$ cat config.mk
export PLATFORM = sky130hd
export DESIGN_NAME = mem_arbiter
export DESIGN_NICKNAME = d
export VERILOG_FILES = /design/src/rtl/mem_arbiter.sv
export SDC_FILE = /design/constraint.sdc
export NUM_CORES = 1
export LEC_CHECK = 0
export ABC_AREA = 0
export ABC_CLOCK_PERIOD_IN_PS = 5000
export BUFFER_PORTS_ARGS = -buffer_cell sky130_fd_sc_hd__buf_2
export CAP_MARGIN = 30
export CORE_ASPECT_RATIO = 0.9
export CORE_MARGIN = 2
export CORE_UTILIZATION = 31
export CTS_BUF_LIST = sky130_fd_sc_hd__clkbuf_8 sky130_fd_sc_hd__clkbuf_16
export DETAILED_ROUTE_END_ITERATION = 7
export HOLD_SLACK_MARGIN = 0.08
export PLACE_DENSITY = 0.91
export SYNTH_ARGS = -nofsm -noshare
export SYNTH_HDL_FRONTEND = slang
export SYNTH_SLANG_ARGS = --single-unit
export TNS_END_PERCENT = 100
$ cat constraint.sdc
create_clock -name clk -period 5 [get_ports clk]
set_input_delay 0.75 -clock clk [delete_from_list [all_inputs] [get_ports clk]]
set_output_delay 0.75 -clock clk [all_outputs]
set_load 0.01 [all_outputs]
$ cat src/rtl/mem_arbiter.sv
// ---------------------------------------------------------------------------
// mem_arbiter
//   Two-port arbiter in front of a single-port synchronous RAM. The data port
//   normally wins. The instruction port gets priority once it has been denied
//   STARVE_MAX cycles in a row. Reads have a fixed one-cycle latency, and read
//   data is steered back to the port that issued the read. A halt input drains
//   any outstanding read and then parks the arbiter until halt is released.
//
// Ports
//   clk, reset                 clock, asynchronous active-low reset
//   halt                       stop issuing grants (RUN -> DRAIN -> HALTED)
//   i_req, i_addr              instruction-fetch read request
//   i_gnt, i_rvalid, i_rdata   instruction grant / read return
//   d_req, d_we, d_addr,
//   d_wdata                    data-port request (read or write)
//   d_gnt, d_rvalid, d_rdata   data grant / read return
//   ram_en, ram_we, ram_addr,
//   ram_wdata, ram_rdata       RAM side; ram_rdata valid one cycle after a read
//   busy                       read in flight, or arbiter not in RUN
// ---------------------------------------------------------------------------
module mem_arbiter #(
    parameter int AW         = 9,
    parameter int DW         = 16,
    parameter int STARVE_MAX = 3
) (
    input  logic          clk,
    input  logic          reset,
    input  logic          halt,
    input  logic          i_req,
    input  logic [AW-1:0] i_addr,
    output logic          i_gnt,
    output logic          i_rvalid,
    output logic [DW-1:0] i_rdata,
    input  logic          d_req,
    input  logic          d_we,
    input  logic [AW-1:0] d_addr,
    input  logic [DW-1:0] d_wdata,
    output logic          d_gnt,
    output logic          d_rvalid,
    output logic [DW-1:0] d_rdata,
    output logic          ram_en,
    output logic          ram_we,
    output logic [AW-1:0] ram_addr,
    output logic [DW-1:0] ram_wdata,
    input  logic [DW-1:0] ram_rdata,
    output logic          busy
);

    localparam int SW = (STARVE_MAX < 1) ? 1 : $clog2(STARVE_MAX + 1);
    localparam logic [SW-1:0] STARVE_LIMIT = SW'(STARVE_MAX);

    typedef enum logic [1:0] {RUN, DRAIN, HALTED} state_t;
    typedef enum logic [1:0] {OWN_NONE, OWN_I, OWN_D} owner_t;

    state_t        state;
    owner_t        rd_owner;
    logic [SW-1:0] starve_cnt;

    logic can_grant;
    logic i_wins;

    // Grants are also gated by reset so that every output reads 0 while
    // reset is held, not only after the next clock edge.
    assign can_grant = reset && (state == RUN) && !halt;
    assign i_wins    = i_req && (starve_cnt == STARVE_LIMIT);
    assign d_gnt     = can_grant && d_req && !i_wins;
    assign i_gnt     = can_grant && i_req && !d_gnt;

    // Return path: rd_owner records which port the RAM data belongs to.
    assign i_rvalid = (rd_owner == OWN_I);
    assign d_rvalid = (rd_owner == OWN_D);
    assign i_rdata  = i_rvalid ? ram_rdata : '0;
    assign d_rdata  = d_rvalid ? ram_rdata : '0;
    assign busy     = (rd_owner != OWN_NONE) || (state != RUN);

    // NOTE: every signal driven from always_comb gets a default value first,
    // so no path through the block can leave it unassigned and infer a latch.
    always_comb begin
        ram_en    = 1'b0;
        ram_we    = 1'b0;
        ram_addr  = '0;
        ram_wdata = '0;
        if (i_gnt) begin
            ram_en    = 1'b1;
            ram_addr  = i_addr;
            ram_wdata = d_wdata;
        end else if (d_gnt) begin
            ram_en    = 1'b1;
            ram_we    = d_we;
            ram_addr  = d_addr;
            ram_wdata = d_wdata;
        end
    end

    // NOTE: state registers use non-blocking assignments only, so every
    // register samples values from before the edge regardless of the order
    // of the statements below.
    always_ff @(posedge clk or negedge reset) begin
        if (!reset) begin
            state      <= RUN;
            rd_owner   <= OWN_NONE;
            starve_cnt <= '0;
        end else begin
            case (state)
                RUN: begin
                    if (halt) begin
                        state <= (rd_owner != OWN_NONE) ? DRAIN : HALTED;
                    end
                end
                DRAIN: begin
                    if (rd_owner == OWN_NONE) begin
                        state <= HALTED;
                    end
                end
                HALTED: begin
                    if (!halt) begin
                        state <= RUN;
                    end
                end
                default: state <= RUN;
            endcase

            // Writes and idle cycles leave nothing in flight.
            if (i_gnt) begin
                rd_owner <= OWN_I;
            end else if (d_gnt && !d_we) begin
                rd_owner <= OWN_D;
            end else begin
                rd_owner <= OWN_NONE;
            end

            // The starvation count only moves on cycles where arbitration
            // actually happens. It holds while draining or halted.
            if (can_grant) begin
                if (i_gnt || !i_req) begin
                    starve_cnt <= '0;
                end else if (starve_cnt != STARVE_LIMIT) begin
                    starve_cnt <= starve_cnt + 1'b1;
                end
            end
        end
    end

endmodule

Word level (Yosys, flattened, before mapping):

Cells that the tools add are included.

* input port bits: 56
* output and inout bits: 64
* word-level logic and storage cells: 54
* register bits: 6

* mux-type cells: 19
* add/sub/neg operators: 1
* reduce and logical (&&, ||, !) cells: 22
* eq/ne operators: 9

Operator list (count)
* 16-bit two-way mux: 4
* 9-bit two-way mux: 2
* 2-bit two-way mux: 8
* 1-bit logical AND: 8
* 2-bit != test (second input constant): 4
* 2-bit == test (second input constant): 3
* 2-bit case mux with 3 select lines: 1
* 2-bit nonzero test: 3
* 1-bit logical NOT: 5
* 2-bit by 1-bit == test with 1-bit output (second input constant): 2
* 2-bit logical NOT: 2
* 1-bit two-way mux: 4
* 3-bit AND reduction: 1
* 2-bit by 1-bit adder with 2-bit output (second input constant): 1
* 1-bit logical OR: 2
* 2-bit AND reduction: 1

Depth between registers and ports, before layout:

* word-level depth: 10
* mapped depth: 5
* depth with buffers taken out: 4

Worst setup path before layout:

OpenSTA, ideal clock, no wires.

* kind: input to output
* start point: in halt
* end point: out ram_we
* buffers on the path: 1
* data required time: 4.250 ns
* data arrival time: 1.837 ns
* path slack: 2.413 ns
* cell stages on the path: 4
* path through: or4b_1 buf_4 nor2b_1 and2_1

* cells in the longest elaborated chain, start to end: 7
* elaborated cells between the ends (all ways): 9
* classes of those cells: mux (2); reduce/logical (7)

RTL lines
* from (decl): line 28 `input logic halt,`
* 1-bit logical NOT (*)
* 1-bit logical AND (*): line 64 `assign can_grant = reset && (state == RUN) && !halt;`
* 1-bit logical AND (*) (2 in series): line 66 `assign d_gnt = can_grant && d_req && !i_wins;`
* named net d_gnt: line 38 `output logic d_gnt,`
* 1-bit logical NOT: line 67 `assign i_gnt = can_grant && i_req && !d_gnt;`
* 1-bit logical AND: line 67
* 1-bit two-way mux (*): line 83 `if (i_gnt) begin`
* to (decl): line 42 `output logic ram_we,`

The timed path passes the listed nets; every way through them passes the cells marked *.

Worst setup path in the final report:

* start point: in reset
* end point: out ram_wdata[2]

* cells in the longest elaborated chain, start to end: 7
* elaborated cells between the ends (all ways): 9
* classes of those cells: mux (2); reduce/logical (7)

RTL lines
* from (decl): line 27 `input logic reset,`
* 1-bit logical AND (*) (2 in series): line 64
* 1-bit logical AND (2 in series): line 66
* 1-bit logical NOT: line 67
* 1-bit logical AND: line 67
* 16-bit two-way mux (*): line 83
* to (decl): line 44 `output logic [DW-1:0] ram_wdata,`

Every way passes the cells marked *; elsewhere a longest branch is shown, timed or not.

==> results.sh <==
export IMPL_cts_buffer_depth=2
export IMPL_fin_crit_sh_pct=60.2
export IMPL_use_met1_pct=17.1
export IMPL_powerDensity_mw_per_mm2=132
export IMPL_yosysTopAreaCell="and2_1"
export IMPL_netlist_area_leader_share_pct=39.9
export IMPL_p_leak_nw=0.913
export IMPL_nets=278
export IMPL_final_common_cell="buf_2"
export IMPL_critical_path_max_stage_delay_ns=0.78
export IMPL_final_area_mm2=0.00140
export IMPL_drv_cap=0
export IMPL_netlist_instances=104
export IMPL_drive_above_1_share_pct=56.6
export IMPL_syn_area_um2=768
export IMPL_wl_per_cell_um=10.6
export IMPL_regArea_um2=150
export IMPL_finalCriticalPeriod_ns=3.01
export IMPL_setup_viol=0
export IMPL_place_ws_ns=1.97
export IMPL_via_count=1131
export IMPL_crit_family="simple AND/OR/NAND/NOR gates"
export IMPL_drtIter0Drc=50
export IMPL_critical_path_arrival_ns=2.26
export IMPL_routed_via_density=4.58
export IMPL_dr_pass1_iters=4
export IMPL_h_tree_depth=1
export IMPL_clk_latency_ns=0.22
export IMPL_cts_buffers_inserted=3
export IMPL_clk_pin_slew_ns=0.03
export IMPL_ys_top_cells_by_area="and2_1 40%, dfrtp_1 20%, a32oi_1 10%, nor2_1 7.3%, nor2b_1 3.3%"
export IMPL_multiInputGateArea_um2=581
export IMPL_finalSetupTns_ns=0
export IMPL_grt_ovfl_total=0
export IMPL_ys_seq_elements=6
export IMPL_die_area_mm2=0.00289
export IMPL_cts_hold_buffers=0
export IMPL_synth_cell_types=19
export IMPL_cts_tree="built"
export IMPL_initial_core_util_pct=32.0
export IMPL_fill_cells=232
export IMPL_grt_busiest_layer="met2"
export IMPL_diodes=0
export IMPL_crit_fanout=17
export IMPL_status="finished, final reports clean"
export IMPL_clock_skew_final_ns=0.00255
export IMPL_timing_fmax_mhz=332
export IMPL_grt_pass1_vias=964
export IMPL_finalHoldViolCount=0
export IMPL_setup_ws_ns=1.99
export IMPL_place_area_mm2=0.00136
export IMPL_numPortBuffers=119
export IMPL_finish_utilization_pct=58.4
export IMPL_postSynthNetCount=161
export IMPL_drv_slew=0
export IMPL_detail_route_antenna_nets=0
export IMPL_yosys_warnings=0
export IMPL_rsz0062_at_grt="no"
export IMPL_gp_congestion=0.716
export IMPL_worstSetupEndpointType="output port"
export IMPL_drcViolationCount=0
export IMPL_crit_chain="buf_2, or4b_1, nor2_8, and2_1, buf_2"
export IMPL_use_met3_pct=4.56
export IMPL_hold_path_class="primary input to async pin"
export IMPL_grt_first_pass_wirelength_mm=3.93
export IMPL_worst_path_buf_inv=2
export IMPL_worst_pin_slew_ns=0.778
export IMPL_postCtsSetupBuffers=0
export IMPL_die_h_um=51.2
export IMPL_cts_root_buffer="clkbuf_8"
export IMPL_cp_common_cell="buf_2"
export IMPL_antenna_found_initial=0
export IMPL_cp_start_kind="primary input"
export IMPL_use_met2_pct=32.8
export IMPL_dp_hpwl_mm=2.27
export IMPL_maxSlewHeadroom_pct=48.0
export IMPL_ios=120
export IMPL_dieWidth_um=56.5
export IMPL_cpMaxStageDelayCell="or4b_1"
export IMPL_total_power_uw=185
export IMPL_peakVddDrop_uv=128
export IMPL_synth_seq_area_share_pct=19.5
export IMPL_drt_wl_total_mm=2.62
export IMPL_cts_resized_gates=0
export IMPL_track_usage_pct=17.1
export IMPL_clock_sinks=6
export IMPL_syn_to_final_growth_pct=82.6
export IMPL_synth_avg_cell_area_um2=7.39
export IMPL_grt_max_degree=18
export IMPL_crit_type="primary input to output port"
export IMPL_rows=17
export IMPL_final_cell_mix="119 x buf_2, 49 x and2_1, 15 x nor2_1"
export IMPL_core_mm2=0.00240
export IMPL_crit_required_ns=4.25
==> cells in the mapped netlist <==
| library cell | instances |
|---|---|
| buf_6 | 1 |
| or4b_1 | 1 |
| nor2b_1 | 4 |
| a211oi_1 | 1 |
| clkbuf_1 | 5 |
| o31ai_1 | 1 |
| buf_4 | 1 |
| nor3_1 | 1 |
| a21o_1 | 1 |
| ha_1 | 1 |
| dfrtp_1 | 6 |
| nand2_1 | 4 |
| a21boi_1 | 1 |
| nor2_8 | 1 |
| nor2_1 | 15 |
| a32oi_1 | 9 |
| nor4b_2 | 1 |
| nand2b_1 | 1 |
| and2_1 | 49 |
==> cell families (layout without fill, tap and decap cells) <==
kind of cell / count (synthesis) / in the layout / synth area share, %
compound gates: 13 / 13 / 14.2
fa+ha+maj: 1 / 1 / 1.63
buf+inv: 7 / 122 / 4.89
flops: 6 / 6 / 19.5
simple gates: 77 / 77 / 59.8
==> worst reg2reg max path: cells and delay by family, from the launching register on <==
kind             cells  cell delay [ns]
AND/OR/NAND/NOR      2             1.21
flip-flops           1             0.41
AO/OA/AOI/OAI        1             0.11
==> sequential cells by signal (all words and copies together), names as in the netlist <==
signal / count
rd_owner: 2
starve_cnt: 2
state: 2
==> final cells by class <==
cell class	count	share of cell area (%)
Timing Repair Buffer	119	42.5
Multi-Input combinational cell	91	41.4
Sequential cell	6	10.7
Clock buffer	3	2.94
Tap cell	28	2.50
==> report_power, final <==
part	internal [mW]	total, mW	switching, mW
clock	0.0515	0.0696	0.0181
sequential	0.0517	0.0543	0.00260
combinational	0.0317	0.0613	0.0297
==> stage by stage <==
step | instances | hold WS [ns]
after global placement | 244 | 0.481
after floorplan | 104 | 0.453
after CTS | 247 | 0.351
after detailed placement | 244 | 0.477
final | 247 | 0.349
after global routing | 247 | 0.354
==> path summary, 6_finish.rpt <==
| path | startpoint | endpoint | slack [ns] | depth (start not counted) |
|---|---|---|---|---|
| worst min-delay path | reset | starve_cnt[0] | 0.35 | 1 |
| min in group clk | starve_cnt[1] | starve_cnt[1] | 0.48 | 2 |
| worst min register to register | starve_cnt[1] | starve_cnt[1] | 0.48 | 2 |
| worst max-delay path | reset | ram_wdata[2] | 1.99 | 5 |
| max in group asynchronous | reset | starve_cnt[1] | 4.51 | 1 |
| worst max register to register | state[1] | starve_cnt[0] | 3.21 | 3 |
==> layer usage <==
metal	vias up	routed length [µm]
li1	576	-
met1	478	963
met2	73	1300
met3	4	311
met4	0	43
met5	-	0
No activity file was read; power rests on OpenSTA's default activity.
